`src/rtl/fifo_nibble_tx_pkg.sv`:
```
// Shared types and constants for the nibble serial transmitter.
// The PARITY state exists only when FIFO_TX_PARITY_EN is defined.
package fifo_tx_pkg;

    localparam int DATA_WIDTH    = 4;
    localparam int BIT_CNT_WIDTH = 2;

`ifdef FIFO_TX_PARITY_EN
    typedef enum logic [2:0] {IDLE, START, DATA, PARITY, STOP} tx_state_t;
`else
    typedef enum logic [2:0] {IDLE, START, DATA, STOP} tx_state_t;
`endif

endpackage

```
`src/rtl/fifo_nibble_tx_if.sv`:
```
// FIFO read port and serial-side signals of the nibble transmitter.
// master is the transmitter; slave is the FIFO plus line environment.
interface fifo_nibble_tx_if;
    import fifo_tx_pkg::*;

    logic                  tx_en;
    logic                  fifo_empty;
    logic [DATA_WIDTH-1:0] fifo_rd_data;
    logic                  fifo_rd_en;
    logic                  tx_line;
    logic                  busy;
    logic                  frame_done;

    modport master (
        input  tx_en, fifo_empty, fifo_rd_data,
        output fifo_rd_en, tx_line, busy, frame_done
    );

    modport slave (
        output tx_en, fifo_empty, fifo_rd_data,
        input  fifo_rd_en, tx_line, busy, frame_done
    );

endinterface

```
`src/rtl/fifo_nibble_tx_baud_gen.sv`:
```
// Bit-period timer: counts 0..CLKS_PER_BIT-1 while enabled and flags the
// last cycle of every bit period with bit_tick.
module baud_gen #(
    parameter int CLKS_PER_BIT = 4
) (
    input  logic clk,
    input  logic rstN,
    input  logic clear,
    input  logic enable,
    output logic bit_tick
);

    localparam int CNT_WIDTH = (CLKS_PER_BIT > 1) ? $clog2(CLKS_PER_BIT) : 1;
    localparam logic [CNT_WIDTH-1:0] LAST_CNT = CNT_WIDTH'(CLKS_PER_BIT - 1);

    logic [CNT_WIDTH-1:0] cnt;

    always_ff @(posedge clk or negedge rstN) begin
        if (!rstN) begin
            cnt <= '0;
        end else if (clear) begin
            cnt <= '0;
        end else if (enable) begin
            if (cnt == LAST_CNT) begin
                cnt <= '0;
            end else begin
                cnt <= cnt + 1'b1;
            end
        end
    end

    assign bit_tick = enable && !clear && (cnt == LAST_CNT);

endmodule

```
`src/rtl/fifo_nibble_tx.sv`:
```
// Drains a show-ahead nibble FIFO onto a serial line: start bit, 4 data bits LSB first,
// even parity when FIFO_TX_PARITY_EN is defined, then STOP_BITS stop bits.
module fifo_nibble_tx
    import fifo_tx_pkg::*;
#(
    parameter int CLKS_PER_BIT = 4,
    parameter int STOP_BITS    = 1
) (
    input  logic             clk,
    input  logic             rstN,
    fifo_nibble_tx_if.master bus
);

    localparam logic [BIT_CNT_WIDTH-1:0] LAST_DATA_BIT = BIT_CNT_WIDTH'(DATA_WIDTH - 1);
    localparam logic [BIT_CNT_WIDTH-1:0] LAST_STOP_BIT = BIT_CNT_WIDTH'(STOP_BITS - 1);

    tx_state_t                state_q;
    logic [DATA_WIDTH-1:0]    shift_q;
    logic [BIT_CNT_WIDTH-1:0] bit_cnt_q;
    logic                     tx_line_q;
    logic                     busy_q;
    logic                     bit_tick;
    logic                     stop_end;
    logic                     pop;
`ifdef FIFO_TX_PARITY_EN
    logic                     parity_q;
`endif

    // The timer idles at zero in IDLE; every other state ends on a tick, so it is
    // already back at zero whenever the state changes.
    baud_gen #(
        .CLKS_PER_BIT(CLKS_PER_BIT)
    ) u_baud_gen (
        .clk     (clk),
        .rstN    (rstN),
        .clear   (state_q == IDLE),
        .enable  (state_q != IDLE),
        .bit_tick(bit_tick)
    );

    assign stop_end = (state_q == STOP) && bit_tick && (bit_cnt_q == LAST_STOP_BIT);

    // Popping is only legal from IDLE or the final stop cycle, and never during reset.
    assign pop = rstN && bus.tx_en && !bus.fifo_empty && ((state_q == IDLE) || stop_end);

    assign bus.fifo_rd_en = pop;
    assign bus.frame_done = stop_end;
    assign bus.tx_line    = tx_line_q;
    assign bus.busy       = busy_q;

    always_ff @(posedge clk or negedge rstN) begin
        if (!rstN) begin
            state_q   <= IDLE;
            shift_q   <= '0;
            bit_cnt_q <= '0;
            tx_line_q <= 1'b1;
            busy_q    <= 1'b0;
`ifdef FIFO_TX_PARITY_EN
            parity_q  <= 1'b0;
`endif
        end else begin
            case (state_q)
                IDLE: begin
                    if (pop) begin
                        shift_q   <= bus.fifo_rd_data;
`ifdef FIFO_TX_PARITY_EN
                        parity_q  <= ^bus.fifo_rd_data;
`endif
                        tx_line_q <= 1'b0;
                        busy_q    <= 1'b1;
                        state_q   <= START;
                    end
                end
                START: begin
                    if (bit_tick) begin
                        tx_line_q <= shift_q[0];
                        state_q   <= DATA;
                    end
                end
                DATA: begin
                    if (bit_tick) begin
                        shift_q <= shift_q >> 1;
                        if (bit_cnt_q == LAST_DATA_BIT) begin
                            bit_cnt_q <= '0;
`ifdef FIFO_TX_PARITY_EN
                            tx_line_q <= parity_q;
                            state_q   <= PARITY;
`else
                            tx_line_q <= 1'b1;
                            state_q   <= STOP;
`endif
                        end else begin
                            bit_cnt_q <= bit_cnt_q + 1'b1;
                            tx_line_q <= shift_q[1];
                        end
                    end
                end
`ifdef FIFO_TX_PARITY_EN
                PARITY: begin
                    if (bit_tick) begin
                        tx_line_q <= 1'b1;
                        state_q   <= STOP;
                    end
                end
`endif
                STOP: begin
                    if (bit_tick) begin
                        if (stop_end) begin
                            bit_cnt_q <= '0;
                            // A pop here chains the next start bit with no idle gap.
                            if (pop) begin
                                shift_q   <= bus.fifo_rd_data;
`ifdef FIFO_TX_PARITY_EN
                                parity_q  <= ^bus.fifo_rd_data;
`endif
                                tx_line_q <= 1'b0;
                                state_q   <= START;
                            end else begin
                                busy_q  <= 1'b0;
                                state_q <= IDLE;
                            end
                        end else begin
                            bit_cnt_q <= bit_cnt_q + 1'b1;
                        end
                    end
                end
                default: begin
                    state_q   <= IDLE;
                    tx_line_q <= 1'b1;
                    busy_q    <= 1'b0;
                end
            endcase
        end
    end

endmodule

```
`src/flat_wrapper.sv`:
```
// flat-port wrapper written by rule: the top's interface ports become plain ports
module fifo_nibble_tx_flat import fifo_tx_pkg::*;
#(
    parameter int CLKS_PER_BIT = 4,
    parameter int STOP_BITS    = 1
)
  (clk, rstN, bus_tx_en, bus_fifo_empty, bus_fifo_rd_data, bus_fifo_rd_en, bus_tx_line, bus_busy, bus_frame_done);
  fifo_nibble_tx_if bus_i ();
  input  logic clk;
  input  logic rstN;
  input wire logic [$bits(bus_i.tx_en)-1:0] bus_tx_en;
  input wire logic [$bits(bus_i.fifo_empty)-1:0] bus_fifo_empty;
  input wire logic [$bits(bus_i.fifo_rd_data)-1:0] bus_fifo_rd_data;
  output wire logic [$bits(bus_i.fifo_rd_en)-1:0] bus_fifo_rd_en;
  output wire logic [$bits(bus_i.tx_line)-1:0] bus_tx_line;
  output wire logic [$bits(bus_i.busy)-1:0] bus_busy;
  output wire logic [$bits(bus_i.frame_done)-1:0] bus_frame_done;
  assign bus_i.tx_en = bus_tx_en;
  assign bus_i.fifo_empty = bus_fifo_empty;
  assign bus_i.fifo_rd_data = bus_fifo_rd_data;
  assign bus_fifo_rd_en = bus_i.fifo_rd_en;
  assign bus_tx_line = bus_i.tx_line;
  assign bus_busy = bus_i.busy;
  assign bus_frame_done = bus_i.frame_done;
  fifo_nibble_tx #(.CLKS_PER_BIT(CLKS_PER_BIT), .STOP_BITS(STOP_BITS)) u_core (.clk(clk), .rstN(rstN), .bus(bus_i));
endmodule
```
`config.mk`:
```
export PLATFORM = sky130hd
export DESIGN_NAME = fifo_nibble_tx_flat
export DESIGN_NICKNAME = d
export VERILOG_FILES = /design/src/rtl/fifo_nibble_tx_pkg.sv /design/src/rtl/fifo_nibble_tx_if.sv /design/src/rtl/fifo_nibble_tx_baud_gen.sv /design/src/rtl/fifo_nibble_tx.sv /design/src/flat_wrapper.sv
export SDC_FILE = /design/constraint.sdc
export NUM_CORES = 1
export LEC_CHECK = 0
export ABC_AREA = 1
export CAP_MARGIN = 20
export CORE_MARGIN = 2
export CORE_UTILIZATION = 40
export DETAILED_ROUTE_END_ITERATION = 8
export PLACE_DENSITY_LB_ADDON = 0.3
export SKIP_CTS_REPAIR_TIMING = 1
export SLEW_MARGIN = 20
export SYNTH_ARGS = -nofsm -noshare
export SYNTH_HDL_FRONTEND = slang
export SYNTH_SLANG_ARGS = --single-unit
```
`constraint.sdc`:
```
create_clock -name clk -period 4.21 [get_ports clk]
set_input_delay 0.842 -clock clk [delete_from_list [all_inputs] [get_ports clk]]
set_output_delay 0.842 -clock clk [all_outputs]
set_load 0.005 [all_outputs]
```
==> After elaboration in Yosys (flattened, before gate mapping) <==
Index checks and enable logic that the tools add are counted.
{ "totals": {"reg_bits": 13, "input_bits": 8, "out_inout_bits": 4, "word_cells": 76} }
{ "op_classes": {"addsub": 2, "n_eq_ne": 12, "mux": 33, "n_bitwise": 1, "reduce_logical": 22} }
{ "ops": {"columns": ["operator", "n"], "rows": [
  ["2-to-1 mux 3 bit", 6],
  ["2-to-1 mux 4 bit", 4],
  ["2-to-1 mux 2 bit", 7],
  ["case mux 3 bit (4 select lines)", 1],
  ["case mux 4 bit (3 select lines)", 1],
  ["2-to-1 mux 1 bit", 11],
  ["inequality test 2 x 1 -> 1 bit, second input constant", 5],
  ["AND reduction 4 bit", 2],
  ["logical AND 1 bit", 7],
  ["== test 3 x 2 -> 1 bit, second input constant", 2],
  ["AND reduction 6 bit", 1],
  ["nonzero test 3 bit", 2],
  ["AND reduction 5 bit", 1],
  ["adder 2 x 1 -> 2 bit, second input constant", 2],
  ["== test 2 bit, second input constant", 2],
  ["inequality test 2 bit, second input constant", 2],
  ["case mux 1 bit (4 select lines)", 1],
  ["case mux 2 bit (2 select lines)", 1],
  ["nonzero test 2 bit", 2],
  ["== test 3 x 1 -> 1 bit, second input constant", 1],
  ["logical NOT 3 bit", 1],
  ["case mux 1 bit (3 select lines)", 1],
  ["AND reduction 3 bit", 1],
  ["logical NOT 1 bit", 2],
  ["4 further kinds", 4]
]} }

==> Depth between registers and ports, before layout <==
Gate-level depths: netlist of the first run.
{ "logic_depth": {"depth_word": 12, "ltp_mapped": 11} }

==> Hierarchy <==
From an unflattened synthesis of the first run, not the netlist that was laid out.
{ "hier_totals": {"hier_cells": 110, "hier_area_um2": 854.6} }
{ "modules_own_cells": {"columns": ["mod", "instances", "cells_each", "area_per_inst_um2", "seq_area_each_um2"], "rows": [
  ["fifo_nibble_tx", 1, 96, 744.5, 251.5],
  ["baud_gen", 1, 14, 110.1, 50.0]
]} }

==> Worst setup path before layout of the first run <==
No wires, ideal clock.
{ "synth_path": {"path_type": "input -> output", "start": "in rstN", "end": "out bus_fifo_rd_en", "t_arrival_ps": 1174, "t_required_ps": 3368, "setup_slack_ps": 2194, "cell_stages": 4, "path_buffers": 0, "cell_sequence": "nand2_1 > nor2_1 > nand2_1 > inv_1"} }
{ "synth_via": {"elab_chain_cells": 3} }
{ "synth_rtl": {"columns": ["element", "line", "source"], "rows": [
  ["from (decl)", "flat_wrapper.sv:10", "input logic rstN;"],
  ["logical AND 1 bit (3 in a row)", "fifo_nibble_tx.sv:44", "assign pop = rstN && bus.tx_en && !bus.fifo_empty && ((state_q == IDLE) || stop_end);"],
  ["to (decl)", "flat_wrapper.sv:14", "output wire logic [$bits(bus_i.fifo_rd_en)-1:0] bus_fifo_rd_en;"]
]} }
Every way passes these cells.

==> Final worst setup path of the first run <==
Same ends and word-level chain as after synthesis.

==> results.rst, run 1 <==
.. list-table::
   :header-rows: 1

   * - Metric
     - Value
   * - Outcome
     - completed
   * - Category of cells accounting for the largest share of critical-path delay
     - buffers and inverters
   * - Total die area
     - 2400 um^2
   * - Logic depth of the worst path, buffers included
     - 7
   * - Final setup violation count
     - 0
   * - Area fraction in compound gates after synthesis
     - 9.27%
   * - Vias in the first global route
     - 647
   * - Final max-slew violation count
     - 0
   * - Ordered list of cells on the worst path
     - clkdlybuf4s50_1 -> buf_4 -> nand2_1 -> nor2_1 -> nand2_1 -> inv_1 -> clkdlybuf4s50_1
   * - Number of distinct library cell variants in the gate-level netlist after synthesis
     - 22
   * - Cell row count
     - 16
   * - Fraction of layout cells with a size suffix above 1
     - 13.3%
   * - Setup_tns
     - 0 ns
   * - Die width
     - 49.0 um
   * - Category of the worst setup path capture point
     - primary output
   * - IO Port Bufs
     - 11
   * - Post-route insts no fill
     - 147
   * - FF-to-FF Start
     - u_core.state_q[0]
   * - Mean instance size in the synthesized netlist
     - 7.64 um^2
   * - # nets final
     - 136
   * - Peak supply drop
     - 0.000297 V
   * - Master cell of the clock root buffer
     - clkbuf_4
   * - Routed len/inst
     - 10.7 um
   * - Net Count, Synth
     - 121
   * - Wire length of the first global-routing pass
     - 2730 um
   * - Largest net degree at the start of global routing
     - 14
   * - Peak clock frequency supported by timing
     - 305 MHz
   * - Synthesis-to-finish area growth
     - 21.2%
   * - Sum of routed wire length over all layers
     - 1580 um
   * - Pleak
     - 0.510 nW
   * - Max Fanout on Critical Path
     - 13
   * - Cell count after placement
     - 143
   * - Cells after synthesis
     - 106
   * - Worst reg-to-reg path cell count
     - 8
   * - Combinational family with the most area after synthesis
     - simple AND/OR/NAND/NOR gates
   * - Remaining design rule violation count
     - 0
   * - DRC violation total after the first TritonRoute iteration
     - 16
   * - Register-to-register path setup slack
     - 2.55 ns
   * - Initial standard-cell utilization of the core
     - 41.7%
   * - Number of buffers and inverters on the critical path
     - 4
   * - Xor/xnor cell area share of the yosys netlist
     - 0%
   * - Final Util
     - 50.5%
   * - Reg clk slew, reported paths
     - 0.08 ns
   * - Cell with the biggest individual delay on the critical path
     - clkdlybuf4s50_1
   * - Number of buffers inserted during clock tree synthesis
     - 3
   * - TritonCTS clock tree
     - yes
   * - Skew-Pair Late Insertion Delay
     - 0.29 ns
   * - Register area share after synthesis
     - 37.2%
   * - Die extent in y
     - 49.0 um
   * - Post-Synth Simple-Gate Area
     - 33.7%
   * - Total congestion overflow
     - 0
   * - Share of synthesized cell area in full adder, half adder and majority cells
     - 10.8%
   * - Remaining antenna violation count
     - 0
   * - Worst rel slew slack
     - 74.0%
   * - Initial antenna violation count
     - 0
   * - Synth Register Bits
     - 12
   * - Count of pins on the block boundary
     - 12
   * - Final worst path period share
     - 77.9%
   * - Required time reported for the critical path endpoint
     - 3.37 ns
   * - Total count of hold-check failures in the final report
     - 0
   * - Core Region
     - 1940 um^2
   * - Largest stage delay on the critical path
     - 0.50 ns
   * - Skew final
     - 0.00258 ns
   * - Number of H-tree levels
     - 1
   * - Antenna fix cells
     - 0
   * - Cell Area, Synth
     - 810 um^2
   * - Reg2reg end
     - u_core.shift_q[3]
   * - Via Count
     - 711
   * - Detailed-placement wirelength estimate
     - 1190 um
   * - First-pass detailed-route iteration total
     - 4
   * - Setup repair after global routing missed its margin
     - false
   * - Pin slew with the least headroom to its limit
     - 0.390 ns
   * - Max Cap Violations
     - 0
   * - Crit path arrival time
     - 2.44 ns
   * - Total power of the final layout
     - 0.689 mW
   * - Setup CP Type
     - in2out
   * - Vias per Instance
     - 4.84
   * - Power density cells
     - 702 nW/um^2
   * - Synth Warn #
     - 0
   * - Final weighted congestion in routability-driven placement
     - 0.715
   * - Worst setup path end
     - bus_fifo_rd_en
   * - Worst setup path startpoint
     - rstN
   * - Class of the worst hold path
     - reg2reg
   * - Proportion of synthesized area in mux cells
     - 0%
   * - Buffer levels on the longest clock path
     - 2
   * - Num Clock Sinks
     - 12
   * - GRT Total Usage
     - 15.1%
   * - CP startpoint kind
     - primary input
   * - Min cycle time layout
     - 3.28 ns
-- per-stage QoR --
step | cell area (um^2) | hold WS (ns) | setup slack, ns
3_3_place_gp | 945 | 0.424 | 0.936
4_1_cts | 981 | 0.442 | 0.908
2_1_floorplan | 810 | 0.415 | 2.19
5_1_grt | 981 | 0.475 | 0.789
6_report | 981 | 0.437 | 0.929
3_5_place_dp | 945 | 0.430 | 0.919
-- Yosys cell counts --
| library cell | count | area share, % |
|---|---|---|
| o21ai_1 | 1 | 0.62 |
| nor2_2 | 1 | 0.77 |
| buf_6 | 1 | 1.4 |
| o211ai_1 | 2 | 1.9 |
| nand2_1 | 37 | 17 |
| nor3_1 | 1 | 0.62 |
| o21ai_0 | 5 | 3.1 |
| nand2_4 | 1 | 1.4 |
| nand3_4 | 1 | 2.2 |
| dfrtp_1 | 11 | 34 |
| ha_1 | 7 | 11 |
| a21oi_1 | 1 | 0.62 |
| clkbuf_2 | 1 | 0.62 |
| a21oi_4 | 1 | 2.0 |
| inv_1 | 13 | 6.0 |
| inv_2 | 2 | 0.93 |
| nor2_1 | 5 | 2.3 |
| nand4_1 | 5 | 3.9 |
| o21ai_2 | 1 | 1.1 |
| nand2_2 | 3 | 2.3 |
| nand3_1 | 5 | 3.1 |
| dfstp_2 | 1 | 3.2 |
-- power by group --
part / internal, mW / leakage (nW) / total (mW) / switching (mW)
Combinational: 0.150 / 0.338 / 0.386 / 0.236
Sequential: 0.174 / 0.151 / 0.205 / 0.0313
Clock: 0.0527 / 0.0210 / 0.0975 / 0.0448
Total: 0.376 / 0.510 / 0.689 / 0.312
-- logic make-up after synthesis --
kind of cell               after synthesis
DFF                                     12
AOI/OAI and AO/OA                       11
and+or+nand+nor                         59
buffers and inverters                   17
adders and majority gates                7
-- area by class of cell --
cell class | count | area (um^2)
fillers | 199 | 961
multi-input cells | 77 | 435
flip-flops and latches | 12 | 302
repair buffers | 12 | 118
inverters | 15 | 56.3
clock buffers | 4 | 36.3
well taps | 27 | 33.8
-- cells in the final DEF (no fill, tap or decap) --
cell type and count:
buf_4 1, dfstp_2 1, nand4_1 5, clkbuf_8 1, o21ai_1 1, nor2_1 5
a21oi_4 1, nand3_4 1, o21ai_0 5, nand3_1 5, nor2_2 1, o211ai_1 2
dfrtp_1 11, a21oi_1 1, nand2_1 37, nand2_4 1, o21ai_2 1, nor3_1 1
inv_1 13, clkdlybuf4s50_1 11, ha_1 7, inv_2 2, nand2_2 3, clkbuf_4 3
-- worst min path at each step --
stage | startpoint | to | cells past startpoint
after floorplan | u_core.u_baud_gen.cnt[0] | u_core.u_baud_gen.cnt[0] | 1
after global placement | u_core.u_baud_gen.cnt[0] | u_core.u_baud_gen.cnt[0] | 1
final | u_core.u_baud_gen.cnt[0] | u_core.u_baud_gen.cnt[0] | 1
after CTS | u_core.u_baud_gen.cnt[0] | u_core.u_baud_gen.cnt[0] | 1
after global routing | u_core.u_baud_gen.cnt[0] | u_core.u_baud_gen.cnt[0] | 1
after detailed placement | u_core.u_baud_gen.cnt[0] | u_core.u_baud_gen.cnt[0] | 1
-- sequential cells by signal, indices dropped and copies added, names as in the netlist --
register and flops:
u_core.bit_cnt_q 2, u_core.bus.busy 1, u_core.bus.tx_line 1, u_core.shift_q 4, u_core.state_q 2, u_core.u_baud_gen.cnt 2
-- worst reg2reg max path, stage by stage (launching register included) --
cell and delay (ns):
dfrtp_1 0.42, ha_1 0.42, nand2_4 0.10, inv_2 0.07, nand2_2 0.09, a21oi_4 0.22, nand3_4 0.12, nand2_1 0.07
nand2_1 0.05
-- metal layers --
layer	GRT usage (%)	vias to the layer above	share of wire [%]	routed length [um]
met5	0	-	0	0
met4	8.57	0	2.7	42
met1	17.8	331	46	730
li1	-	369	-	-
met2	25.6	6	49	771
met3	2.76	5	2.2	35
Power figures use the tool's default switching activity.
==> inputs of run 2 (changes only) <==
==> constraint.sdc (replaced) <==
create_clock -name clk -period 3.4 [get_ports clk]
set_input_delay 0.68 -clock clk [delete_from_list [all_inputs] [get_ports clk]]
set_output_delay 0.68 -clock clk [all_outputs]
set_load 0.005 [all_outputs]
==> run 2 against run 1 <==
Utilization unchanged. Via count down 4.4%. Non-clock buffer count unchanged. Global-route usage down 0.13 points. Cell area unchanged. Hold slack worse by 0.00076 ns. First-iteration DRC count down 19%. Largest cell class unchanged.
==> results.rst, run 2 (same netlist as run 1, synthesis figures left out) <==
.. list-table::
   :header-rows: 1

   * - Metric
     - Value
   * - Outcome
     - completed (unchanged)
   * - Vias in the first global route
     - 660 (was 647)
   * - Remaining design rule violation count
     - 0 (unchanged)
   * - Class of the worst hold path
     - reg2reg (unchanged)
   * - Skew final
     - 0.00581 ns (was 0.00258 ns)
   * - Gate power share
     - 56.3% (was 56.0%)
   * - Final design instance area without fill
     - 981 um^2 (unchanged)
   * - Setup_tns
     - 0 ns (unchanged)
   * - Max Fanout on Critical Path
     - 3 (was 13)
   * - Fraction of layout cells with a size suffix above 1
     - 13.3% (unchanged)
   * - Initial standard-cell utilization of the core
     - 41.7% (unchanged)
   * - Max FFs per register
     - 4 (unchanged)
   * - Routed len/inst
     - 10.3 um (was 10.7 um)
   * - Worst hold-check slack
     - 0.436 ns (was 0.437 ns)
   * - DRC violation total after the first TritonRoute iteration
     - 13 (was 16)
   * - DP Area
     - 945 um^2 (unchanged)
   * - Largest net degree at the start of global routing
     - 13 (was 14)
   * - Reg clk slew, reported paths
     - 0.08 ns (about the same)
   * - Number of H-tree levels
     - 1 (unchanged)
   * - Max Cap Violations
     - 0 (unchanged)
   * - # nets final
     - 136 (unchanged)
   * - Final worst path period share
     - 80.8%
   * - Switching share of power
     - 44.7% (was 45.3%)
   * - Vias per Instance
     - 4.63 (was 4.84)
   * - Final setup violation count
     - 0 (unchanged)
   * - Most common cell after layout, fill and taps aside
     - nand2_1 (unchanged)
   * - Final weighted congestion in routability-driven placement
     - 0.731 (was 0.715)
   * - Crit path arrival time
     - 2.07 ns (was 2.44 ns)
   * - First-pass detailed-route iteration total
     - 4 (unchanged)
   * - Most flop-heavy register
     - u_core.shift_q (unchanged)
   * - Antenna fix cells
     - 0 (unchanged)
   * - Worst rel slew slack
     - 74.0% (about the same)
   * - Setup repair after global routing missed its margin
     - false (unchanged)
   * - Number of buffers inserted during clock tree synthesis
     - 3 (unchanged)
   * - Portion of total power attributed to the clock network
     - 13.4% (was 14.2%)
   * - Most frequent cells in the layout
     - nand2_1 (37), inv_1 (13), clkdlybuf4s50_1 (11), dfrtp_1 (11), ha_1 (7) (unchanged)
   * - Synthesis-to-finish area growth
     - 21.2% (unchanged)
   * - Detailed-placement wirelength estimate
     - 1220 um (was 1190 um)
   * - Internal portion of total power
     - 0.467 mW (was 0.376 mW)
   * - Sequential share of power
     - 30.3% (was 29.8%)
   * - Initial antenna violation count
     - 0 (unchanged)
   * - Die extent in y
     - 49.0 um (unchanged)
   * - CP startpoint kind
     - primary input (unchanged)
   * - Core Region
     - 1940 um^2 (unchanged)
   * - Peak supply drop
     - 0.000461 V (was 0.000297 V)
   * - Total die area
     - 2400 um^2 (unchanged)
   * - Buffer levels on the longest clock path
     - 2 (unchanged)
   * - Wire length of the first global-routing pass
     - 2780 um (was 2730 um)
   * - Skew-Pair Late Insertion Delay
     - 0.27 ns (was 0.29 ns)
   * - Power spent charging and discharging nets
     - 0.378 mW (was 0.312 mW)
   * - IO Port Bufs
     - 11 (unchanged)
   * - Filler instances
     - 194 (was 199)
   * - Final max-slew violation count
     - 0 (unchanged)
   * - Pleak
     - 0.510 nW (unchanged)
   * - Cell row count
     - 16 (unchanged)
   * - Category of the worst setup path capture point
     - primary output (unchanged)
   * - TritonCTS clock tree
     - yes (unchanged)
   * - Setup CP Type
     - in2out (unchanged)
   * - GRT Total Usage
     - 14.9% (was 15.1%)
   * - Pin slew with the least headroom to its limit
     - 0.390 ns (about the same)
   * - Total count of hold-check failures in the final report
     - 0 (unchanged)
   * - Die width
     - 49.0 um (unchanged)
   * - Via Count
     - 680 (was 711)
   * - Required time reported for the critical path endpoint
     - 2.72 ns (was 3.37 ns)
   * - Total congestion overflow
     - 0 (unchanged)
   * - Min cycle time layout
     - 2.75 ns
   * - Master cell of the clock root buffer
     - clkbuf_4 (unchanged)
   * - Peak clock frequency supported by timing
     - 364 MHz
   * - Power density cells
     - 860 nW/um^2 (was 702 nW/um^2)
   * - Count of pins on the block boundary
     - 12 (unchanged)
   * - Num Clock Sinks
     - 12 (unchanged)
   * - Remaining antenna violation count
     - 0 (unchanged)
   * - Sum of routed wire length over all layers
     - 1510 um (was 1580 um)
run 2: cell counts in the layout (fill, tap and decap cells not counted):
Identical to the previous run, type by type.
run 2: power by group through the flow:
stage	Sequential, mW	Combinational [mW]	Clock, mW
floorplan	0.250	0.381	0
global placement	0.255	0.469	0
detailed placement	0.258	0.479	0
CTS	0.256	0.481	0.116
global route	0.263	0.551	0.125
finish	0.256	0.476	0.113
run 2: final timing paths:
path,endpoint,cells after the start,slack (ns),startpoint
max,bus_fifo_rd_en,6,0.65,rstN
max in group asynchronous,u_core.bus.tx_line,2,2.43,rstN
max reg2reg,u_core.shift_q[1],8,1.77,u_core.state_q[0]
min reg2reg,u_core.u_baud_gen.cnt[0],1,0.44,u_core.u_baud_gen.cnt[0]
min,u_core.u_baud_gen.cnt[0],1,0.44,u_core.u_baud_gen.cnt[0]
min in group asynchronous,u_core.bus.busy,2,0.73,rstN
run 2: cell type report:
type / count / area (um^2) / area share, %
Clock buffer: 4 / 36.3 / 3.70
Inverter: 15 / 56.3 / 5.74
Multi-Input combinational cell: 77 / 435 / 44.4
Sequential cell: 12 / 302 / 30.7
Tap cell: 27 / 33.8 / 3.44
Timing Repair Buffer: 12 / 118 / 12.0
run 2: stage by stage:
step / setup slack (ns) / power [mW] / utilization (%) / cells
floorplan: 1.71 / 0.631 / - / 106
global placement: 0.661 / 0.724 / 48.6 / 143
detailed placement: 0.650 / 0.738 / 48.6 / 143
CTS: 0.646 / 0.854 / 50.5 / 147
global route: 0.489 / 0.939 / 50.5 / 147
finish: 0.653 / 0.844 / 50.5 / 147
run 2: worst max-delay path, cell delays in order:
cell and delay (ns):
clkdlybuf4s50_1 0.47, nand2_1 0.07, nor2_1 0.13, nand2_1 0.13, inv_1 0.09, clkdlybuf4s50_1 0.50
run 2: per-layer routing:
layer	global-route usage (%)	vias to the layer above	routed length, um
met5	0	-	0
met4	5.24	0	13
met3	4.91	2	51
li1	-	366	-
met1	19.0	304	727
met2	23.7	8	716
